===== src/rtl/lfsr_rr_scheduler.sv =====
// lfsr_rr_scheduler
//   Sequencer and round-robin arbiter for a 32-bit Fibonacci LFSR
//   (x^32+x^30+x^17+x^12+x^3+x+1). It advances the state STEPS_PER_WORD
//   shifts per word and then offers the word to NREQ requesters. Exactly one
//   requester takes each word.
// Ports
//   clk        rising-edge clock
//   clr_n      asynchronous active-low reset
//   enable     run request; 0 pauses generation
//   seed_load  one-cycle pulse: load seed_val (or SEED if seed_val==0)
//   seed_val   seed value
//   req        per-requester level request, held until granted
//   gnt        one-hot grant; the word transfers on the edge where gnt[i]=1
//   rnd_valid  a finished word is on rnd_data
//   rnd_data   issued random word
//   busy       state != IDLE
//   lock_err   sticky: zero seed or zero state was detected
module lfsr_rr_scheduler #(
  parameter int          NREQ           = 4,
  parameter int          STEPS_PER_WORD = 32,
  parameter logic [31:0] SEED           = 32'hACE12468
) (
  input  logic            clk,
  input  logic            clr_n,
  input  logic            enable,
  input  logic            seed_load,
  input  logic [31:0]     seed_val,
  input  logic [NREQ-1:0] req,
  output logic [NREQ-1:0] gnt,
  output logic            rnd_valid,
  output logic [31:0]     rnd_data,
  output logic            busy,
  output logic            lock_err
);
  localparam int PW = (NREQ > 1) ? $clog2(NREQ) : 1;

  localparam logic [1:0] IDLE  = 2'd0;
  localparam logic [1:0] FILL  = 2'd1;
  localparam logic [1:0] OFFER = 2'd2;

  localparam logic [7:0]    LAST    = 8'(STEPS_PER_WORD - 1);
  localparam logic [PW-1:0] PTR_RST = PW'(NREQ - 1);

  logic [1:0]      st;
  logic [31:0]     s;
  logic [31:0]     s_nxt;
  logic [7:0]      cnt;
  logic [PW-1:0]   ptr;
  logic [PW-1:0]   pick;
  logic [PW-1:0]   idx;
  logic [NREQ-1:0] arb;
  logic            found;

  assign s_nxt = {s[30:0], s[31] ^ s[29] ^ s[16] ^ s[11] ^ s[2] ^ s[0]};

  // Search starts one past the last winner, so the last winner has the lowest
  // priority next time.
  always_comb begin
    arb   = '0;
    pick  = ptr;
    idx   = '0;
    found = 1'b0;
    for (int i = 1; i <= NREQ; i++) begin
      idx = PW'((int'(ptr) + i) % NREQ);
      if (!found && req[idx]) begin
        found    = 1'b1;
        arb[idx] = 1'b1;
        pick     = idx;
      end
    end
  end

  // A seed load in OFFER discards the word, so the grant is suppressed that
  // cycle.
  assign gnt       = (st == OFFER && !seed_load) ? arb : '0;
  assign rnd_valid = (st == OFFER);
  assign busy      = (st != IDLE);

  always_ff @(posedge clk or negedge clr_n) begin
    if (!clr_n) begin
      st       <= IDLE;
      s        <= SEED;
      cnt      <= '0;
      ptr      <= PTR_RST;
      rnd_data <= '0;
      lock_err <= 1'b0;
    end else if (seed_load) begin
      // A zero seed would lock the LFSR, so it is replaced and flagged.
      s        <= (seed_val == 32'd0) ? SEED : seed_val;
      lock_err <= (seed_val == 32'd0);
      cnt      <= '0;
      st       <= enable ? FILL : IDLE;
    end else begin
      case (st)
        IDLE: begin
          if (enable) begin
            st  <= FILL;
            cnt <= '0;
          end
        end
        FILL: begin
          if (s == 32'd0) begin
            // A lock-up state recovers to SEED without spending a step.
            s        <= SEED;
            lock_err <= 1'b1;
          end else if (enable) begin
            s <= s_nxt;
            if (cnt == LAST) begin
              rnd_data <= s_nxt;
              cnt      <= '0;
              st       <= OFFER;
            end else begin
              cnt <= cnt + 8'd1;
            end
          end
        end
        OFFER: begin
          if (found) begin
            ptr <= pick;
            st  <= enable ? FILL : IDLE;
          end
        end
        default: st <= IDLE;
      endcase
    end
  end
endmodule


===== config.mk =====
export PLATFORM = sky130hd
export DESIGN_NAME = lfsr_rr_scheduler
export DESIGN_NICKNAME = d
export VERILOG_FILES = /design/src/rtl/lfsr_rr_scheduler.sv
export SDC_FILE = /design/constraint.sdc
export NUM_CORES = 1
export LEC_CHECK = 0
export CAP_MARGIN = 15
export CORE_MARGIN = 4
export CORE_UTILIZATION = 40
export DETAILED_ROUTE_END_ITERATION = 12
export SLEW_MARGIN = 20
export SYNTH_ARGS = -nofsm -noshare
export SYNTH_HDL_FRONTEND = slang
export SYNTH_SLANG_ARGS = --single-unit
export TNS_END_PERCENT = 1

===== constraint.sdc =====
create_clock -name clk -period 4.1 [get_ports clk]
set_clock_uncertainty 0.1 [all_clocks]
set_input_delay 0.615 -clock clk [delete_from_list [all_inputs] [get_ports clk]]
set_output_delay 0.615 -clock clk [all_outputs]
set_load 0.005 [all_outputs]

== Word level (Yosys, flattened, before mapping) ==
Index checks and enable logic that the tools add are counted.

* Flip-flop bits (word level): 77
* Input bits: 40
* Output and inout port bits: 39

* $add $sub $neg: 5
* Order comparisons: 8
* Eq/ne operators: 8
* Mux-type cells: 51
* Bitwise gates (word level): 10
* Reduce and logical (&&, ||, !) cells: 27

{| class="wikitable"
|+ Operators with widths
! cell !! count
|-
| $mux W32 || 5
|-
| $logic_not A32 Y1 || 2
|-
| $mux W8 || 5
|-
| $mux W2 || 10
|-
| $mux W4 || 5
|-
| $mux W1 || 16
|-
| $pmux W8 S2 || 1
|-
| $lt A2 B3 Y1 const B || 4
|-
| $ne A3 B3 Y1 const B || 4
|-
| $or A4 B4 Y4 || 3
|-
| $reduce_and A5 Y1 || 2
|-
| $add A8 B1 Y8 const B || 1
|-
| $bmux W1 S2 || 4
|-
| $demux W1 S2 || 4
|-
| $eq A8 B5 Y1 const B || 1
|-
| $ge A2 B1 Y1 const B || 4
|-
| $logic_and A1 B1 Y1 || 8
|-
| $reduce_and A4 Y1 || 2
|-
| $pmux W2 S3 || 1
|-
| $reduce_bool A2 Y1 || 3
|-
| $reduce_bool A3 Y1 || 2
|-
| $xor A1 B1 Y1 || 5
|-
| $add A2 B1 Y2 const B || 2
|-
| $add A2 B2 Y2 const B || 2
|-
| other kinds (8) || 13
|}

== Logic depth before layout (Yosys ltp) ==
Gate-level depths: netlist of the first run.

* Depth after elaboration: 16
* Depth in mapped cells: 9
* Gate-level depth less buffers: 7

== Least setup slack after synthesis of the first run ==
Ideal clock, no wire load.

* Path type: register -> output
* Start point: reg ptr[0]
* End point: out gnt[0]
* Data arrival time: 2.152 ns
* Data required time: 3.385 ns
* Slack: 1.233 ns
* Stages on the path, launching flop included: 10
* Buffers on the path: 2
* Cell sequence: dfstp_2 buf_6 inv_1 ha_1 mux4_2 buf_6 nor3_4 and2_2 nand2_1 a21oi_1

* Word-level cells in the longest chain between the ends: 14

{| class="wikitable"
|+ RTL lines
! what !! RTL line !! RTL
|-
| start, declared || 48 || <nowiki>logic [PW-1:0] ptr;</nowiki>
|-
| start signal, assigned || 119 || <nowiki>ptr <= pick;</nowiki>
|-
| parallel branches: the longest is 12 deep, another holds $lt A2 B3 Y1 || -- ||
|-
| $mux W4 (*) || 65 || <nowiki>if (!found && req[idx]) begin</nowiki>
|-
| $mux W4 (*) || 75 || <nowiki>assign gnt = (st == OFFER && !seed_load) ? arb : '0;</nowiki>
|-
| end, declared || 29 || <nowiki>output logic [NREQ-1:0] gnt,</nowiki>
|}

Mark *: on every way between the ends. The select of a mux whose other input is x is not followed.

== Final worst setup path of the first run ==
Ends and elaborated chain as after synthesis.

==> results.md, run 1 <==
- Outcome: completed
- Number of global-route vias before repair: around 3200
- Total power: roughly 2.4 mW
- Die ar.: ~0.012 mm2
- Initial DRC Count: between 150 and 200
- Final Setup Violations: 0
- Largest fanout on the critical path: 10
- Critical-path cell list: inv_1 > ha_1 > mux4_2 > nor3_4 > and2_2 > nand2_1 > a21oi_1 > clkdlybuf4s50_1
- Initial antenna violation count: 0
- Core box area: 0.00982 mm2
- Clock insertion delay at the later pin of the skew report: roughly 0.34 ns
- Root Buffer: clkbuf_8
- Data required time of the critical path: 3.38 ns
- Largest stage delay, worst path: around 0.67 ns
- CTS tree: yes
- Wire length per cell: 17.5 um
- Max Root-Sink Buffers: 2
- Share of layout cells above drive strength 1: around 13%
- Critical Path Start Type: flop
- Max_slew headroom: 35.3%
- Remaining global-route overflow: 0
- Sequential area share after synthesis: just under 50%
- Gpl congestion: approximately 0.87
- Arr. time, crit path: 3.19 ns
- EDFF count, synth: 0
- Remaining DRCs: 0
- Measured slew at the worst slew-check pin: 0.970 ns
- Cts bufs inserted: 9
- CTS H-tree lvls: 3
- Power Density: about 460 mW/mm2
- Hold slack: ~0.30 ns
- Post-cts sizing count: 0
- Synthesized area: about 0.004 mm2
- Post-Synthesis Cells: 340
- Worst Reg2Reg Path Length in Cells: 6
- Register bit total from synthesis: 77
- 1st-pass router iterations: 4
- ANT nets after route: 0
- Max Transition Viols Final: 0
- Distinct cells, synth: 50
- Leak pwr: 2.30 nW
- CP endpoint kind: primary output
- Vias per inst: 5.45
- Synth-to-Final Area Change: 28.3%
- Global-route wire length before repair: 16.3 mm
- Hold Path Class: input port to async pin
- Synth Area per Inst: roughly 12 um2
- Synthesis Warnings: 0
- Post-layout nets: between 400 and 500
- Vias: between 3000 and 4000
- Chip width: between 100 and 150 um
- Crit-path slowest cell: dfstp_2
- Port Buffers: just under 80
- CTS clk-pin slew, worst paths: around 0.080 ns
- Rows: 36
- Top_reg_cell synth: dfrtp_1
- DP HPWL: ~7.0 mm
- Reg-to-Reg End: st[0]$_DFFE_PN0P_
- Setup CP Type: flop to primary output
- Setup_tns: 0 ns
- All-Layer GR Usage: roughly 18%
- Total Wirelength: 9.83 mm
- Max-Cap Viols: 0
- Post-route minimum period: 3.91 ns
- Post-synth ARST share: between 90% and 100%
- Largest net degree at the start of global routing: 78
- # clock sinks: just under 80
- VDD IR max: approximately 0.00025 V
- Hold_buf cts: 0
- Net Count, Synth: about 390
- F_max: ~260 MHz
- I/O pin count: 79
- Diodes inserted: 0
- Hold Fails Final Rpt: 0
- Fin crit share: between 90% and 100%
- Starting Density: 41.2%
- R2r startpoint: ptr[0]$_DFFE_PN1P_
- Critical Path Source: ptr[0]$_DFFE_PN1P_
- Internal reg-to-reg setup slack: between 1 and 1.5 ns
- Die Ht: 109 um
power by group:
part | switching (mW) | internal, mW | total [mW]
combinational | 0.350 | 0.370 | 0.720
sequential | 0.145 | 0.898 | 1.04
clock | 0.284 | 0.343 | 0.627
registers in the layout (all words and copies together), names as in the netlist:
name / flops
rnd_data: 32
lock_err: 1
s: 32
cnt: 8
ptr: 2
st: 2
metrics by stage:
step	setup WS, ns	util [%]	cell area (um2)	instances
global placement	0.547	50.4	4950	541
global route	-0.0346	52.9	5190	561
finish	0.195	52.9	5190	561
CTS	0.149	52.6	5160	557
floorplan	1.23	-	4050	340
detailed placement	0.455	50.4	4950	541
synth_stat cells, drive strengths merged, types with 3 or more instances:
| master | instances | share of area [%] |
|---|---|---|
| a211oi | 3 | 0.56 |
| a21oi | 8 | 1.2 |
| a22o | 22 | 4.8 |
| and3 | 3 | 0.46 |
| buf | 13 | 2.1 |
| clkbuf | 3 | 0.28 |
| dfrtp | 62 | 38 |
| dfstp | 15 | 9.7 |
| ha | 9 | 2.8 |
| inv | 18 | 1.7 |
| mux2 | 50 | 14 |
| mux2i | 18 | 4.4 |
| mux4 | 4 | 2.3 |
| nand2 | 9 | 0.83 |
| nand3 | 5 | 0.62 |
| nand4 | 5 | 0.77 |
| nor2 | 11 | 1.0 |
| nor2b | 5 | 0.77 |
| nor4 | 16 | 2.5 |
| o21ai | 10 | 1.2 |
| o22ai | 13 | 2.0 |
| o31ai | 5 | 0.93 |
| xnor2 | 6 | 1.3 |
per-layer routing:
metal  GRT usage, %  part of all wire [%]  vias to the layer above
met5              0                     0                        -
met4           6.40                   1.4                        0
met3           3.61                   5.9                       13
met2           27.5                    47                       81
met1           24.2                    45                     1500
li1               -                     -                     1466
cells in the final DEF, fill, tap and decap left out, types with 2 or more instances in the layout:
| cell | n |
|---|---|
| o21bai_1 | 2 |
| nor4_1 | 16 |
| buf_4 | 11 |
| ha_1 | 9 |
| clkdlybuf4s50_1 | 77 |
| inv_1 | 18 |
| or3b_1 | 2 |
| o21ai_1 | 5 |
| nor2_1 | 11 |
| bufinv_16 | 2 |
| mux4_2 | 3 |
| xnor2_1 | 6 |
| o41ai_1 | 2 |
| clkinv_2 | 2 |
| a211oi_1 | 3 |
| o21ai_0 | 5 |
| a21oi_1 | 6 |
| o22ai_1 | 13 |
| nand4_1 | 5 |
| dfstp_2 | 15 |
| a22o_1 | 22 |
| clkbuf_8 | 9 |
| mux2i_1 | 18 |
| mux2_2 | 4 |
| mux2_1 | 46 |
| a21o_1 | 2 |
| dfrtp_1 | 62 |
| and4_1 | 2 |
| nand2b_1 | 2 |
| nand2_1 | 9 |
| nor2b_1 | 5 |
| nand3_1 | 5 |
| a22oi_1 | 2 |
| and3_1 | 3 |
| o31ai_1 | 5 |
worst max path at each step:
| stage | end | cells past startpoint |
|---|---|---|
| finish | gnt[0] | 8 |
| global route | gnt[1] | 8 |
| CTS | gnt[0] | 8 |
| detailed placement | gnt[3] | 7 |
| global placement | gnt[0] | 7 |
| floorplan | gnt[0] | 9 |
cell families after synthesis:
logic type / after synthesis / synth area share (%)
compound gates: 77 / 14.0
flops: 77 / 48.1
fa+ha+maj: 9 / 2.78
xor+xnor: 6 / 1.30
simple gates: 65 / 9.18
buf+inv: 34 / 4.02
mux: 72 / 20.7
cell type report:
| cell class | count | area, um2 |
|---|---|---|
| Inverter | 18 | 67.6 |
| Tap cell | 133 | 166 |
| Clock buffer | 10 | 128 |
| Sequential cell | 77 | 1950 |
| Timing Repair Buffer | 88 | 853 |
| Clock inverter | 6 | 86.3 |
| Multi-Input combinational cell | 229 | 1950 |
| Fill cell | 922 | 4620 |
timing repair:
item                                    in CTS  in global routing
buffers inserted                             0                  4
endpoints found under the setup margin       0                  3
endpoints found under the hold margin        0                  0
worst max-delay path: cells and delay by family, from the launching register on:
family / cells / cell delay [ns]
mux: 1 / 0.42
buf+inv: 2 / 0.69
fa+ha+maj: 1 / 0.41
flops: 1 / 0.67
compound gates: 1 / 0.13
simple gates: 3 / 0.52
Power figures use the tool's default switching activity.
==> run 2: changes to the inputs <==
--- a/config.mk
+++ b/config.mk
@@ -9,6 +9,7 @@
 export CORE_MARGIN = 4
 export CORE_UTILIZATION = 40
 export DETAILED_ROUTE_END_ITERATION = 12
+export GPL_TIMING_DRIVEN = 0
 export SLEW_MARGIN = 20
 export SYNTH_ARGS = -nofsm -noshare
 export SYNTH_HDL_FRONTEND = slang
==> run 2 against run 1 <==
Via count up 3.3%. Non-clock buffer count up 9. Critical path depth rose by 2. Hold slack lost 0.17 ns. Maximum frequency grew 0.16%. Clock-buffer cell count grew 1. Wire length rose by 2.4%. Power shrank 3.2%. Global-route usage grew 0.60 points. Largest power group unchanged. Highest routed layer unchanged.
==> results.md, run 2 (synthesis gave the netlist of run 1 again) <==
- Outcome: completed
- Largest registers: rnd_data: 32 flops, s: 32 flops, cnt: 8 flops
- Wire length per cell: between 15 and 20 um
- GR Util met1: between 20% and 30%
- Setup CP Type: flop to primary output
- Fin crit share: a little over nine tenths
- Die Ht: around 110 um
- Internal reg-to-reg setup slack: roughly 1.5 ns
- P_sw: 0.784 mW
- FILL cells: roughly 900
- Max-Cap Viols: 0
- Worst Reg2Reg Path Length in Cells: 8
- Root Buffer: clkbuf_8
- Max_slew headroom: roughly 63%
- Measured slew at the worst slew-check pin: around 0.55 ns
- Flop pwr share: between 40% and 50%
- Max Transition Viols Final: 0
- DP HPWL: 7.58 mm
- CTS clk-pin slew, worst paths: 0.08 ns
- Number of global-route vias before repair: 3200
- Chip width: between 100 and 150 um
- F_max: 256 MHz
- Cts bufs inserted: 9
- M2 GR Usage: between 20% and 30%
- Core box area: roughly 0.01 mm2
- Final core occ: between 50% and 60%
- Max Root-Sink Buffers: 2
- CTS tree: yes
- Diodes inserted: 0
- Vias: 3161
- Leak pwr: between 2 and 2.5 nW
- Initial DRC Count: between 100 and 150
- Total Wirelength: around 10 mm
- Hold Fails Final Rpt: 0
- CP endpoint kind: primary output
- Final Setup Violations: 0
- 1st-pass router iterations: 7
- Port Buffers: 78
- Rows: 36
- Comb pwr share: 31.5%
- Global-route wire length before repair: about 17 mm
- Critical Path Start Type: flop
- Hold Path Class: input port to async pin
- Data required time of the critical path: roughly 3.4 ns
- Largest fanout on the critical path: 8
- I/O pin count: 79
- Largest net degree at the start of global routing: 40
- VDD IR max: between 0.0002 and 0.0003 V
- Most common cell after layout, fill and taps aside: clkdlybuf4s50_1
- Post-layout nets: approximately 480
- RSZ-0062 raised after global routing: no
- Post-route insts no fill: 569
- Starting Density: between 40% and 50%
- Clock Power Share: a little under a quarter
- Arr. time, crit path: between 3 and 4 ns
- GR peak layer: met2
- Gpl congestion: between 0.8 and 0.9
- Synth-to-Final Area Change: 29.2%
- Post-route minimum period: just under 4 ns
- Die ar.: around 0.012 mm2
- Reg-to-Reg End: st[0]$_DFFE_PN0P_
- Pint: 1.53 mW
- Hold_buf cts: 0
- Remaining DRCs: 0
- Inst Count DP: ~550
- All-Layer GR Usage: 18.2%
- Power Density: between 400 and 500 mW/mm2
- Total power: about 2.3 mW
- CTS H-tree lvls: 3
- Most frequent cells in the layout: clkdlybuf4s50_1, dfrtp_1, mux2_1, a22o_1, mux2i_1
- # clock sinks: between 70 and 80
- Met3 Use GR: 2.90%
- Remaining global-route overflow: 0
- Switching Share: 33.9%
- ANT nets after route: 0
- R2r startpoint: ptr[0]$_DFFE_PN1P_
- Share of layout cells above drive strength 1: ~14%
- Vias per inst: around 5.6
- Clock insertion delay at the later pin of the skew report: approximately 0.35 ns
- Initial antenna violation count: 0
run 2: cell type report:
type	instances	area [um2]	area share, %
Timing Repair Buffer	81	813	15.5
Clock buffer	11	151	2.89
Tap cell	133	166	3.18
Buffer	16	95.1	1.82
Clock inverter	4	32.5	0.622
Multi-Input combinational cell	229	1960	37.4
Inverter	18	71.3	1.36
Sequential cell	77	1950	37.2
run 2: worst max path at each step:
stage / startpoint / to / slack, ns / cells after the start
global placement: clr_n / cnt[0]$_DFFE_PN0P_ / -0.44 / 1
floorplan: ptr[0]$_DFFE_PN1P_ / gnt[0] / 1.23 / 9
CTS: ptr[0]$_DFFE_PN1P_ / gnt[3] / 0.07 / 10
detailed placement: req[1] / gnt[3] / 0.41 / 7
global route: ptr[0]$_DFFE_PN1P_ / gnt[1] / 0.04 / 10
finish: ptr[0]$_DFFE_PN1P_ / gnt[1] / 0.20 / 10
run 2: power by group through the flow:
| stage | registers (mW) | clock network, mW | logic (mW) |
|---|---|---|---|
| after detailed placement | 1.06 | 0 | 0.697 |
| after global routing | 1.06 | 0.592 | 0.810 |
| final | 1.04 | 0.542 | 0.729 |
| after CTS | 1.04 | 0.557 | 0.700 |
| after global placement | 1.05 | 0 | 0.683 |
| after floorplan | 1.00 | 0 | 0.525 |
run 2: worst max-delay path, cell delays in order (launching register included):
cell	delay [ns]
dfstp_2	0.61
buf_6	0.16
clkinvlp_4	0.15
ha_4	0.32
mux4_2	0.30
buf_6	0.16
nor3_4	0.19
and2_2	0.21
nand2_1	0.06
a21oi_1	0.16
clkdlybuf4s50_1	0.53
run 2: metrics by stage:
step / area [um2] / hold WS [ns] / setup slack [ns] / setup TNS [ns]
3_3_place_gp: 5000 / 0.369 / -0.443 / -27.26
6_report: 5230 / 0.124 / 0.201 / 0
4_1_cts: 5200 / 0.141 / 0.0690 / 0
3_5_place_dp: 5010 / 0.377 / 0.408 / 0
2_1_floorplan: 4050 / 0.219 / 1.23 / 0
5_1_grt: 5230 / 0.164 / 0.0357 / 0
run 2: routing by layer:
metal / share of wire [%] / routed length, um / vias to the layer above
met5: 0 / 0 / -
met4: 1.8 / 177 / 0
met1: 46 / 4650 / 1583
li1: - / - / 1478
met3: 5.3 / 537 / 13
met2: 47 / 4700 / 87
run 2: repair_timing:
action / 4_1_cts / 5_1_grt
resized for setup: 0 / 4
endpoints found under the setup margin: 0 / 4
setup buffers: 0 / 2
==> run 3: changes to the inputs <==
--- a/config.mk
+++ b/config.mk
@@ -8,6 +8,7 @@
 export CAP_MARGIN = 15
 export CORE_MARGIN = 4
 export CORE_UTILIZATION = 40
+export CTS_CLUSTER_DIAMETER = 150
 export DETAILED_ROUTE_END_ITERATION = 12
 export GPL_TIMING_DRIVEN = 0
 export SLEW_MARGIN = 20
==> constraint.sdc (replaced) <==
create_clock -name clk -period 4.85 [get_ports clk]
set_clock_uncertainty 0.1 [all_clocks]
set_input_delay 0.7275 -clock clk [delete_from_list [all_inputs] [get_ports clk]]
set_output_delay 0.7275 -clock clk [all_outputs]
set_load 0.005 [all_outputs]
==> run 3 against run 2 <==
Core utilization decreased by 0.36 points. Wire length decreased by 0.51%. Sequential cell count did not move. Clock-buffer cell count unchanged. Combinational power is 19% lower. Power shrank 17%. Register-to-register slack better by 0.66 ns. Sequential power fell by 15%. Critical path depth unchanged. Die area unchanged. Critical endpoint is now gnt[3]. Largest cell class is now flip-flops and latches.
==> results.md, run 3 (synthesis gave the netlist of run 1 again) <==
- Wire length per cell: ~18 um
- Chip width: about 110 um
- Cts bufs inserted: 9
- Remaining global-route overflow: 0
- Max Root-Sink Buffers: 2
- Post-layout nets: between 400 and 500
- Crit-path slowest cell: dfstp_2
- ANT nets after route: 0
- Setup_tns: 0 ns
- Post-cts sizing count: 0
- Core box area: ~0.01 mm2
- Starting Density: around two fifths
- Max Transition Viols Final: 0
- Remaining DRCs: 0
- Vias: 3139
- Setup Fix Bufs, Post-CTS: 0
- All-Layer GR Usage: 18.2%
- F_max: between 200 and 250 MHz
- DP HPWL: about 7.6 mm
- Vias per inst: approximately 5.5
- Largest net degree at the start of global routing: 40
- Arr. time, crit path: 3.28 ns
- Largest fanout on the critical path: 8
- Die Ht: 109 um
- Largest registers: rnd_data: 32 flops, s: 32 flops, cnt: 8 flops
- Hold_buf cts: 0
- CP Buf/Inv Count: 4
- CP endpoint kind: primary output
- Most common cell after layout, fill and taps aside: clkdlybuf4s50_1
- # clock sinks: between 70 and 80
- Synth-to-Final Area Change: 28.4%
- CTS clk-pin slew, worst paths: 0.08 ns
- Most frequent cells in the layout: clkdlybuf4s50_1, dfrtp_1, mux2_1, a22o_1
- VDD IR max: roughly 0.00025 V
- CTS H-tree lvls: 3
- Global-route wire length before repair: 16.8 mm
- Largest stage delay, worst path: 0.60 ns
- RSZ-0062 raised after global routing: no
- Worst path most repeated cell: buf_6
- CTS tree: yes
- Internal reg-to-reg setup slack: roughly 2.1 ns
- Final Setup Violations: 0
- Total Wirelength: 10.0 mm
- Gpl congestion: between 0.8 and 0.9
- Fin crit share: a little over four fifths
- Initial antenna violation count: 0
- Outcome: completed
- Critical-path cell list: buf_6 > inv_1 > ha_1 > mux4_2 > buf_6 > nor3_4 > and2_2 > nand2_1 > a21oi_1 > clkdlybuf4s50_1
- Share of layout cells above drive strength 1: 13.1%
- Max-Cap Viols: 0
- Number of global-route vias before repair: 3200
- Power Density: approximately 370 mW/mm2
- Final Instance Area: around 0.0052 mm2
- Hold Path Class: input port to async pin
- Rows: 36
- Final core occ: 52.9%
- Hold Fails Final Rpt: 0
- Max_slew headroom: ~64%
- Measured slew at the worst slew-check pin: between 0.5 and 0.6 ns
- Diodes inserted: 0
- I/O pin count: between 70 and 80
- Initial DRC Count: around 110
- Critical Path Start Type: flop
- Clock insertion delay at the later pin of the skew report: 0.35 ns
- Data required time of the critical path: 4.02 ns
- Leak pwr: approximately 2.3 nW
- Die ar.: between 0.01 and 0.015 mm2
- Root Buffer: clkbuf_8
- Post-route minimum period: a little over 4 ns
- 1st-pass router iterations: 6
- Placed Area: ~0.0050 mm2
- Port Buffers: 78
- Setup CP Type: flop to primary output
- CP delay by family, top: buffers and inverters
==> run 3: metrics by stage <==
stage / setup slack (ns) / cells / hold slack [ns] / power, mW
final: 0.741 / 567 / 0.238 / 1.93
after global routing: 0.514 / 567 / 0.277 / 2.05
after CTS: 0.706 / 567 / 0.253 / 1.94
after detailed placement: 0.933 / 552 / 0.377 / 1.48
after global placement: 0.194 / 551 / 0.369 / 1.47
after floorplan: 1.87 / 340 / 0.332 / 1.29
==> run 3: where the power goes <==
group / internal, mW / switching (mW)
Sequential: 0.759 / 0.123
Combinational: 0.302 / 0.285
Clock: 0.214 / 0.245
Total: 1.28 / 0.653
==> run 3: routing by layer <==
metal	global-route usage, %	up-vias	wire (um)
met5	0	-	0
met4	6.22	0	174
met3	2.90	13	542
met2	28.9	86	4650
met1	25.3	1566	4640
li1	-	1474	-
==> run 3: worst reg2reg max path: cells and delay by family (launching register included) <==
kind                       cells  cell delay [ns]
and+or+nand+nor                3             0.72
DFF                            1             0.60
buffers and inverters          3             0.44
adders and majority gates      1             0.41
muxes                          1             0.33
==> run 3: cell type report <==
type                            instances  area, um2
Fill cell                             903       4620
Sequential cell                        77       1950
Multi-Input combinational cell        229       1940
Timing Repair Buffer                   79        798
Tap cell                              133        166
Clock buffer                           11        151
Buffer                                 16       95.1
Inverter                               18       67.6
Clock inverter                          4       32.5
==> run 3: final timing paths <==
check	startpoint	endpoint	cells past startpoint
worst max-delay path	ptr[0]$_DFFE_PN1P_	gnt[3]	10
worst min-delay path	clr_n	rnd_data[1]$_DFFE_PN0P_	1
worst max register to register	ptr[0]$_DFFE_PN1P_	st[0]$_DFFE_PN0P_	8
worst min register to register	rnd_data[25]$_DFFE_PN0P_	rnd_data[25]$_DFFE_PN0P_	1
max in group asynchronous	clr_n	ptr[1]$_DFFE_PN1P_	2
min in group clk	rnd_data[25]$_DFFE_PN0P_	rnd_data[25]$_DFFE_PN0P_	1
